**src/rtl/tx_resp_arbiter.sv**
```systemverilog
// Round-robin arbiter sharing one UART transmitter between the register-file,
// ALU and error-code response producers, with a BUSY-rise watchdog.

module tx_resp_slot #(
  parameter int W = 16
) (
  input  logic         i_clk,
  input  logic         i_rst,
  input  logic         i_vld,
  input  logic         i_grant,
  input  logic [W-1:0] i_d,
  output logic         o_pend,
  output logic [W-1:0] o_q,
  output logic         o_ovr
);
  logic         r_pend;
  logic [W-1:0] r_q;

  // A strobe on the grant edge refills the slot instead of overrunning it.
  always_ff @(posedge i_clk) begin
    if (!i_rst) begin
      r_pend <= 1'b0;
      r_q    <= '0;
    end else if (i_vld && (!r_pend || i_grant)) begin
      r_q    <= i_d;
      r_pend <= 1'b1;
    end else if (i_grant) begin
      r_pend <= 1'b0;
    end
  end

  assign o_pend = r_pend;
  assign o_q    = r_q;
  assign o_ovr  = i_vld & r_pend & ~i_grant;
endmodule

module tx_resp_arbiter #(
  parameter int BUSY_TIMEOUT = 16
) (
  input  logic        CLK,
  input  logic        RST,
  input  logic [7:0]  Rd_D,
  input  logic        Rd_D_VLD,
  input  logic [15:0] ALU_OUT,
  input  logic        ALU_VLD,
  input  logic [7:0]  ERR_CODE,
  input  logic        ERR_VLD,
  input  logic        BUSY,
  input  logic        CLR_FLAGS,
  output logic        TX_VLD,
  output logic [7:0]  TX_IN,
  output logic [2:0]  OVERRUN,
  output logic        TIMEOUT,
  output logic        IDLE
);
  localparam int         NSRC    = 3;
  localparam logic [7:0] TO_LAST = 8'(BUSY_TIMEOUT - 1);

  typedef enum logic [1:0] {S_IDLE, S_SEND, S_WAIT_HI, S_WAIT_LO} state_t;

  state_t r_state, w_state_nxt;

  logic                       r_tx_vld;
  logic [7:0]                 r_tx_in;
  logic [7:0]                 r_cnt;
  logic [15:0]                r_shift;
  logic                       r_rem;
  logic [1:0]                 r_ptr;
  logic [2:0]                 r_ovr;
  logic                       r_to;

  logic [NSRC-1:0][15:0]      w_din;
  logic [NSRC-1:0][15:0]      w_q;
  logic [NSRC-1:0]            w_strb;
  logic [NSRC-1:0]            w_pend;
  logic [NSRC-1:0]            w_grant;
  logic [NSRC-1:0]            w_ovr_set;
  logic                       w_found;
  logic [1:0]                 w_win;
  logic                       w_load, w_send, w_cnt_inc, w_to_set, w_shift;

  function automatic logic [1:0] rr_idx(input logic [1:0] p, input logic [1:0] k);
    logic [2:0] s;
    s = {1'b0, p} + {1'b0, k};
    return (s >= 3'd3) ? 2'(s - 3'd3) : s[1:0];
  endfunction

  assign w_din  = {{8'h00, ERR_CODE}, ALU_OUT, {8'h00, Rd_D}};
  assign w_strb = {ERR_VLD, ALU_VLD, Rd_D_VLD};

  genvar g;
  generate
    for (g = 0; g < NSRC; g++) begin : g_slot
      tx_resp_slot #(.W(16)) u_slot (
        .i_clk   (CLK),
        .i_rst   (RST),
        .i_vld   (w_strb[g]),
        .i_grant (w_grant[g]),
        .i_d     (w_din[g]),
        .o_pend  (w_pend[g]),
        .o_q     (w_q[g]),
        .o_ovr   (w_ovr_set[g])
      );
    end
  endgenerate

  // First pending source at or after the round-robin pointer.
  always_comb begin
    w_found = 1'b0;
    w_win   = r_ptr;
    for (int k = 0; k < NSRC; k++) begin
      if (!w_found && w_pend[rr_idx(r_ptr, 2'(k))]) begin
        w_found = 1'b1;
        w_win   = rr_idx(r_ptr, 2'(k));
      end
    end
  end

  assign w_grant = w_load ? (3'b001 << w_win) : 3'b000;

  always_ff @(posedge CLK) begin
    if (!RST) r_state <= S_IDLE;
    else      r_state <= w_state_nxt;
  end

  always_comb begin
    w_state_nxt = r_state;
    w_load      = 1'b0;
    w_send      = 1'b0;
    w_cnt_inc   = 1'b0;
    w_to_set    = 1'b0;
    w_shift     = 1'b0;
    case (r_state)
      S_IDLE: begin
        if (w_found) begin
          w_load      = 1'b1;
          w_state_nxt = S_SEND;
        end
      end
      S_SEND: begin
        w_send      = 1'b1;
        w_state_nxt = S_WAIT_HI;
      end
      S_WAIT_HI: begin
        if (BUSY) begin
          w_state_nxt = S_WAIT_LO;
        end else if (r_cnt == TO_LAST) begin
          w_to_set    = 1'b1;
          w_state_nxt = S_IDLE;
        end else begin
          w_cnt_inc   = 1'b1;
        end
      end
      S_WAIT_LO: begin
        if (!BUSY) begin
          if (r_rem) begin
            w_shift     = 1'b1;
            w_state_nxt = S_SEND;
          end else begin
            w_state_nxt = S_IDLE;
          end
        end
      end
      default: w_state_nxt = S_IDLE;
    endcase
  end

  always_ff @(posedge CLK) begin
    if (!RST) begin
      r_tx_vld <= 1'b0;
      r_tx_in  <= 8'h00;
      r_cnt    <= 8'h00;
      r_shift  <= 16'h0000;
      r_rem    <= 1'b0;
      r_ptr    <= 2'd0;
      r_ovr    <= 3'b000;
      r_to     <= 1'b0;
    end else begin
      r_tx_vld <= w_send;
      if (w_send) begin
        r_tx_in <= r_shift[7:0];
        r_cnt   <= 8'h00;
      end else if (w_cnt_inc) begin
        r_cnt   <= r_cnt + 8'h01;
      end
      if (w_load) begin
        r_shift <= w_q[w_win];
        r_rem   <= (w_win == 2'd1);
        r_ptr   <= rr_idx(w_win, 2'd1);
      end else if (w_shift) begin
        r_shift <= {8'h00, r_shift[15:8]};
        r_rem   <= 1'b0;
      end else if (w_to_set) begin
        r_rem   <= 1'b0;
      end
      // Set beats clear when both land on the same edge.
      r_ovr <= (CLR_FLAGS ? 3'b000 : r_ovr) | w_ovr_set;
      r_to  <= (CLR_FLAGS ? 1'b0 : r_to) | w_to_set;
    end
  end

  assign TX_VLD  = r_tx_vld;
  assign TX_IN   = r_tx_in;
  assign OVERRUN = r_ovr;
  assign TIMEOUT = r_to;
  assign IDLE    = (r_state == S_IDLE) & ~|w_pend;
endmodule

```
**config.mk**
```make
export PLATFORM = sky130hd
export DESIGN_NAME = tx_resp_arbiter
export DESIGN_NICKNAME = d
export VERILOG_FILES = /design/src/rtl/tx_resp_arbiter.sv
export SDC_FILE = /design/constraint.sdc
export NUM_CORES = 1
export LEC_CHECK = 0
export CAP_MARGIN = 5
export CORE_MARGIN = 2
export CORE_UTILIZATION = 50
export DETAILED_ROUTE_END_ITERATION = 7
export PLACE_DENSITY = 0.83
export SLEW_MARGIN = 20
export SYNTH_ARGS = -nofsm -noshare
export SYNTH_HDL_FRONTEND = slang
export SYNTH_SLANG_ARGS = --single-unit
```
**constraint.sdc**
```tcl
create_clock -name CLK -period 4.8 [get_ports CLK]
set_clock_uncertainty 0.15 [all_clocks]
set_input_delay 0.96 -clock CLK [delete_from_list [all_inputs] [get_ports CLK]]
set_output_delay 0.96 -clock CLK [all_outputs]
set_load 0.01 [all_outputs]
```
Yosys cells after proc, flatten, opt, wreduce, memory -nomap -nowiden
Cells that the tools add are included.
W data, S select, Z words.

storage, ports and cells
  bits in registers = 77
  input port bits = 39
  output and inout bits = 14
  logic and storage cells = 126

operators by class
  add/sub/neg operators = 8
  magnitude comparators = 8
  equality and inequality tests = 8
  shift operators = 1
  muxes and demuxes = 50
  bitwise operators = 13
  reductions and logical operators = 23

operators by type and width
  operator               count
  $mux W16               3
  $bmux W16 S2           1
  $mux W1                29
  $mux W2                11
  $lt A2 B3 Y1 const B   4
  $ge A3 B2 Y1 const B   3
  $add A8 B1 Y8 const B  1
  $eq A8 B4 Y1 const B   1
  $pmux W2 S4            1
  $reduce_bool A2 Y1     4
  $sub A2 B2 Y2 const B  4
  $and A1 B1 Y1          7
  $add A2 B1 Y3 const B  2
  $bmux W1 S2            3
  $logic_not A1 Y1       6
  $mux W3                2
  $logic_and A1 B1 Y1    5
  $eq A2 B1 Y1 const B   2
  $eq A2 B2 Y1 const B   2
  $ne A2 B2 Y1 const B   2
  $not A1 Y1             4
  $add A2 B2 Y3 const B  1
  $logic_or A1 B1 Y1     3
  $ne A3 B3 Y1 const B   1
  other kinds (9)        9

Depth between registers and ports, before layout
  depth after elaboration = 17
  mapped depth = 14

Cells and area by module
Synthesis repeated with hierarchy kept, for this count alone.

unflattened totals
  cell total of the unflattened synthesis = 479
  area total of the unflattened synthesis = 4509.3 µm²

by module, submodules not included
  module           instances  cells an instance  area an instance (µm²)  sequential area each (µm²)
  tx_resp_arbiter  1          254                2381.0                  840.8
  tx_resp_slot     3          75                 709.4                   340.3

Worst setup path after synthesis
OpenSTA, ideal clock, no wires.

  path type = register to register
  from = register r_ptr[0]
  to = register g_slot[2].u_slot.r_q[0]
  arrival = 3155 ps
  data required time = 4578 ps
  setup slack = 1423 ps
  stages on the path, launching flop included = 14
  clock period less this slack = 3377 ps
  cells stage by stage = dfxtp_1 -> inv_1 -> ha_1 -> or2_1 -> a32o_1 -> or4_4 -> a21bo_2 -> clkinv_1 -> ha_1 -> inv_1 -> o21a_1 -> nand2b_1 -> buf_2 -> mux2i_1

on the way
  cells in the longest elaborated chain, start to end = 16

ends and longest elaborated chain
  element                                                 line  source
  start, declared                                         68    logic [1:0] r_ptr;
  start signal, assigned                                  189   r_ptr <= rr_idx(w_win, 2'd1);
  branches (longest 13 deep; another with $add A2 B1 Y3)  --
  $mux W3 *                                               119   assign w_grant = w_load ? (3'b001 << w_win) : 3'b000;
  $logic_or A1 B1 Y1 *                                    24    end else if (i_vld && (!r_pend || i_grant)) begin
  $logic_and A1 B1 Y1 *                                   24
  end signal, assigned                                    25    r_q <= i_d;
  end, declared                                           17    logic [W-1:0] r_q;

Mark *: on every way between the ends. The select of a mux whose other input is x is not followed.
A chain may end at the register's enable or synchronous reset.

Worst setup path in the final report
  from = register r_ptr[0]
  to = register g_slot[2].u_slot.r_q[1]

The elaborated chain is that of the path after synthesis.

==> results.md <==
* Row Count at 32
* Root Buffer: clkbuf_8
* Final hold viol count at 0
* Power density cells at 449 mW/mm2
* Layout cell share with drive strength beyond 1 at 0.0629
* Max IR drop VDD at between 0.2 and 0.3 mV
* Synth cell types at 51
* Post-CTS Repair Setup Buffers at 0
* Fill cells at 680
* Cell taking the most area after synthesis: dfxtp_1
* Synth Cell Area at between 0.003 and 0.004 mm2
* Area delta synth->final at 18.3%
* Vias per inst at 6.31
* Post-route minimum period at just under 4 ns
* Total Routing Usage GR at 0.221
* Max Cap Viol at 0
* Residual DRC count at 0
* Fmax at 260 MHz
* Core Box Area at around 0.0076 mm2
* Most frequent cells in the layout: dfxtp_1, clkdlybuf4s50_1, a31oi_1
* Slew @ Worst Pin at 0.936 ns
* Final WL at 9460 um
* Multi-input logic area at 0.00213 mm2
* Fin area at 0.00456 mm2
* Nets at 516
* I/O pins at 53
* # clock sinks at 77
* CP Cell Sequence: inv_1, ha_1, or2_1, a32o_1, or4_4, a21bo_2, clkinv_1, ha_1, inv_1, o21a_1, nand2b_1, mux2i_1
* EDFF count, synth at 0
* Grt ovf at 0
* CTS Buffer Depth at 2
* Post-Synthesis Cells at 443
* Arrival @ worst endpoint at 3.97 ns
* Port bufs at 52
* Crit share post-route at 0.801
* Initial antenna violation count at 0
* Setup CP Type: register to register
* Final setup vio count at 0
* Initial DRC count at 211
* Startpoint types: register
* CP max stage cell: or4_4
* RSZ-0062 raised after global routing: false
* Setup tns final at 0 ns
* Slew HR at 0.376
* Fraction of registers with async set/reset at 0
* #FFs+latches synth at 77
* Post_cts resized at 0
* Sequential Area at roughly 0.0015 mm2
* Initial core utilization at 0.507
* Leak at 1.55 nW
* Pre-Repair DR Iteration Count at 5
* Largest net degree at the start of global routing at 63
* Placed cell areas at around 0.0044 mm2
* Crit-path max FO at 9
* Final GP Congestion at 0.967
* First-pass GRT wire length at about 15000 um
* Chip height at between 90 and 100 um
* Hold Crit Class: register to register
* Vias at 3655
* Clock tree from TritonCTS: done
* Synth warn at 0
* Die Width at slightly above 90 um
* Ys flop type: dfxtp_1
* Die ar. at between 0.008 and 0.009 mm2
* Diode count at 0
* Number of global-route vias before repair at 3197
* Worst-Skew Late Latency at 0.35 ns
* Detailed Place HPWL at 6550 um
* CTS Buf Count at 9
* Final slew viol count at 0
* Antenna Violating Nets Remaining at 0
* CTS hold repair buffers at 0
* Family with the most delay on the worst path: simple AND/OR/NAND/NOR gates
* Req. time, crit path at just under 5 ns
* Post-synth top area share at 0.400
* Syn nets at 487
* H-tree depth at 3
* Reg2reg setup slack at 0.96 ns
* Syn avg cell area at 8.70 um2
* Avg WL per Cell at 16.3 um
* CP endpoint kind: register
* Status: finished clean
* Clock slew at reported path FFs at approximately 0.08 ns
* Commonest non-fill, non-tap cell in the layout: dfxtp_1
* Register area share after synthesis at 0.400
* CP bufs+invs at 3
* Synth area leaders: dfxtp_1, a31oi_1, o211ai_1
* Crit-path max cell delay at 0.54 ns
worst paths after layout:
check | start | endpoint | depth (start not counted)
max | r_ptr[0] | g_slot[2].u_slot.o_q[1] | 12
min | g_slot[2].u_slot.o_q[2] | g_slot[2].u_slot.o_q[2] | 2
max reg2reg | r_ptr[0] | g_slot[2].u_slot.o_q[1] | 12
min reg2reg | g_slot[2].u_slot.o_q[2] | g_slot[2].u_slot.o_q[2] | 2
where the power goes:
group | switching [W] | total, W | internal, W
clock network | 0.000253 | 0.000473 | 0.000221
logic | 0.000434 | 0.000716 | 0.000283
registers | 0.000103 | 0.000856 | 0.000753
flip-flops by register name, summed over array words and instances, names as in the netlist:
| signal | flops |
|---|---|
| TX_IN | 8 |
| g_slot.u_slot.o_pend | 3 |
| r_rem | 1 |
| r_ptr | 2 |
| TIMEOUT | 1 |
| r_state | 2 |
| TX_VLD | 1 |
| r_shift | 16 |
| r_cnt | 8 |
| OVERRUN | 3 |
| g_slot.u_slot.o_q | 32 |
logic make-up (layout without fill, tap and decap cells):
| kind of cell | Yosys count | after routing | share of synthesized area |
|---|---|---|---|
| AO/OA/AOI/OAI | 134 | 134 | 0.254 |
| adder cells (fa/ha/maj) | 5 | 5 | 0.0162 |
| XOR/XNOR | 7 | 7 | 0.0159 |
| AND/OR/NAND/NOR | 165 | 165 | 0.239 |
| multiplexers | 11 | 11 | 0.0286 |
| buffers and inverters | 44 | 78 | 0.0471 |
| flip-flops | 77 | 77 | 0.400 |
through the flow:
| stage | setup WS [ns] | cells | hold slack (ns) | utilization | power, W |
|---|---|---|---|---|---|
| CTS | 0.957 | 579 | 0.331 | 0.599 | 0.00204 |
| finish | 0.957 | 579 | 0.334 | 0.599 | 0.00205 |
| global route | 0.716 | 579 | 0.343 | 0.599 | 0.00216 |
| detailed placement | 0.997 | 563 | 0.317 | 0.574 | 0.00157 |
| global placement | 1.17 | 563 | 0.303 | 0.574 | 0.00154 |
| floorplan | 1.42 | 443 | 0.288 | - | 0.00137 |
cells in the mapped netlist, drive strengths merged, types with 8 or more instances:
cell type and count:
a21boi 8, a21oi 15, a22o 8, a22oi 8, a31oi 33, and3 10
buf 8, clkbuf 29, dfxtp 77, mux2i 11, nand2 26, nand3 24
nand4 31, nor2 26, nor3b 26, o211ai 27, o21ai 12, o221ai 8
worst reg2reg max path: stages, from the launching register on:
cell	delay, ns
dfxtp_1	0.38
inv_1	0.07
ha_1	0.38
or2_1	0.28
a32o_1	0.29
or4_4	0.54
a21bo_2	0.31
clkinv_1	0.24
ha_1	0.26
inv_1	0.05
o21a_1	0.15
nand2b_1	0.42
mux2i_1	0.25
metal layers:
metal / routed length (um) / vias up / part of all wire / global-route usage
met5: 0 / - / 0 / 0
met4: 175 / 0 / 0.019 / 0.0759
met3: 559 / 19 / 0.059 / 0.0509
met2: 4330 / 134 / 0.46 / 0.345
met1: 4390 / 1739 / 0.46 / 0.303
li1: - / 1763 / - / -
area by class of cell:
cell class              instances  area share
inverters                       7     0.00576
repair buffers                 55       0.118
multi-input cells             322       0.467
clock inverters                 5     0.00906
flip-flops and latches         77       0.338
clock buffers                  11      0.0332
well taps                     102      0.0280
Note: power is estimated with default switching activity, not from simulation.
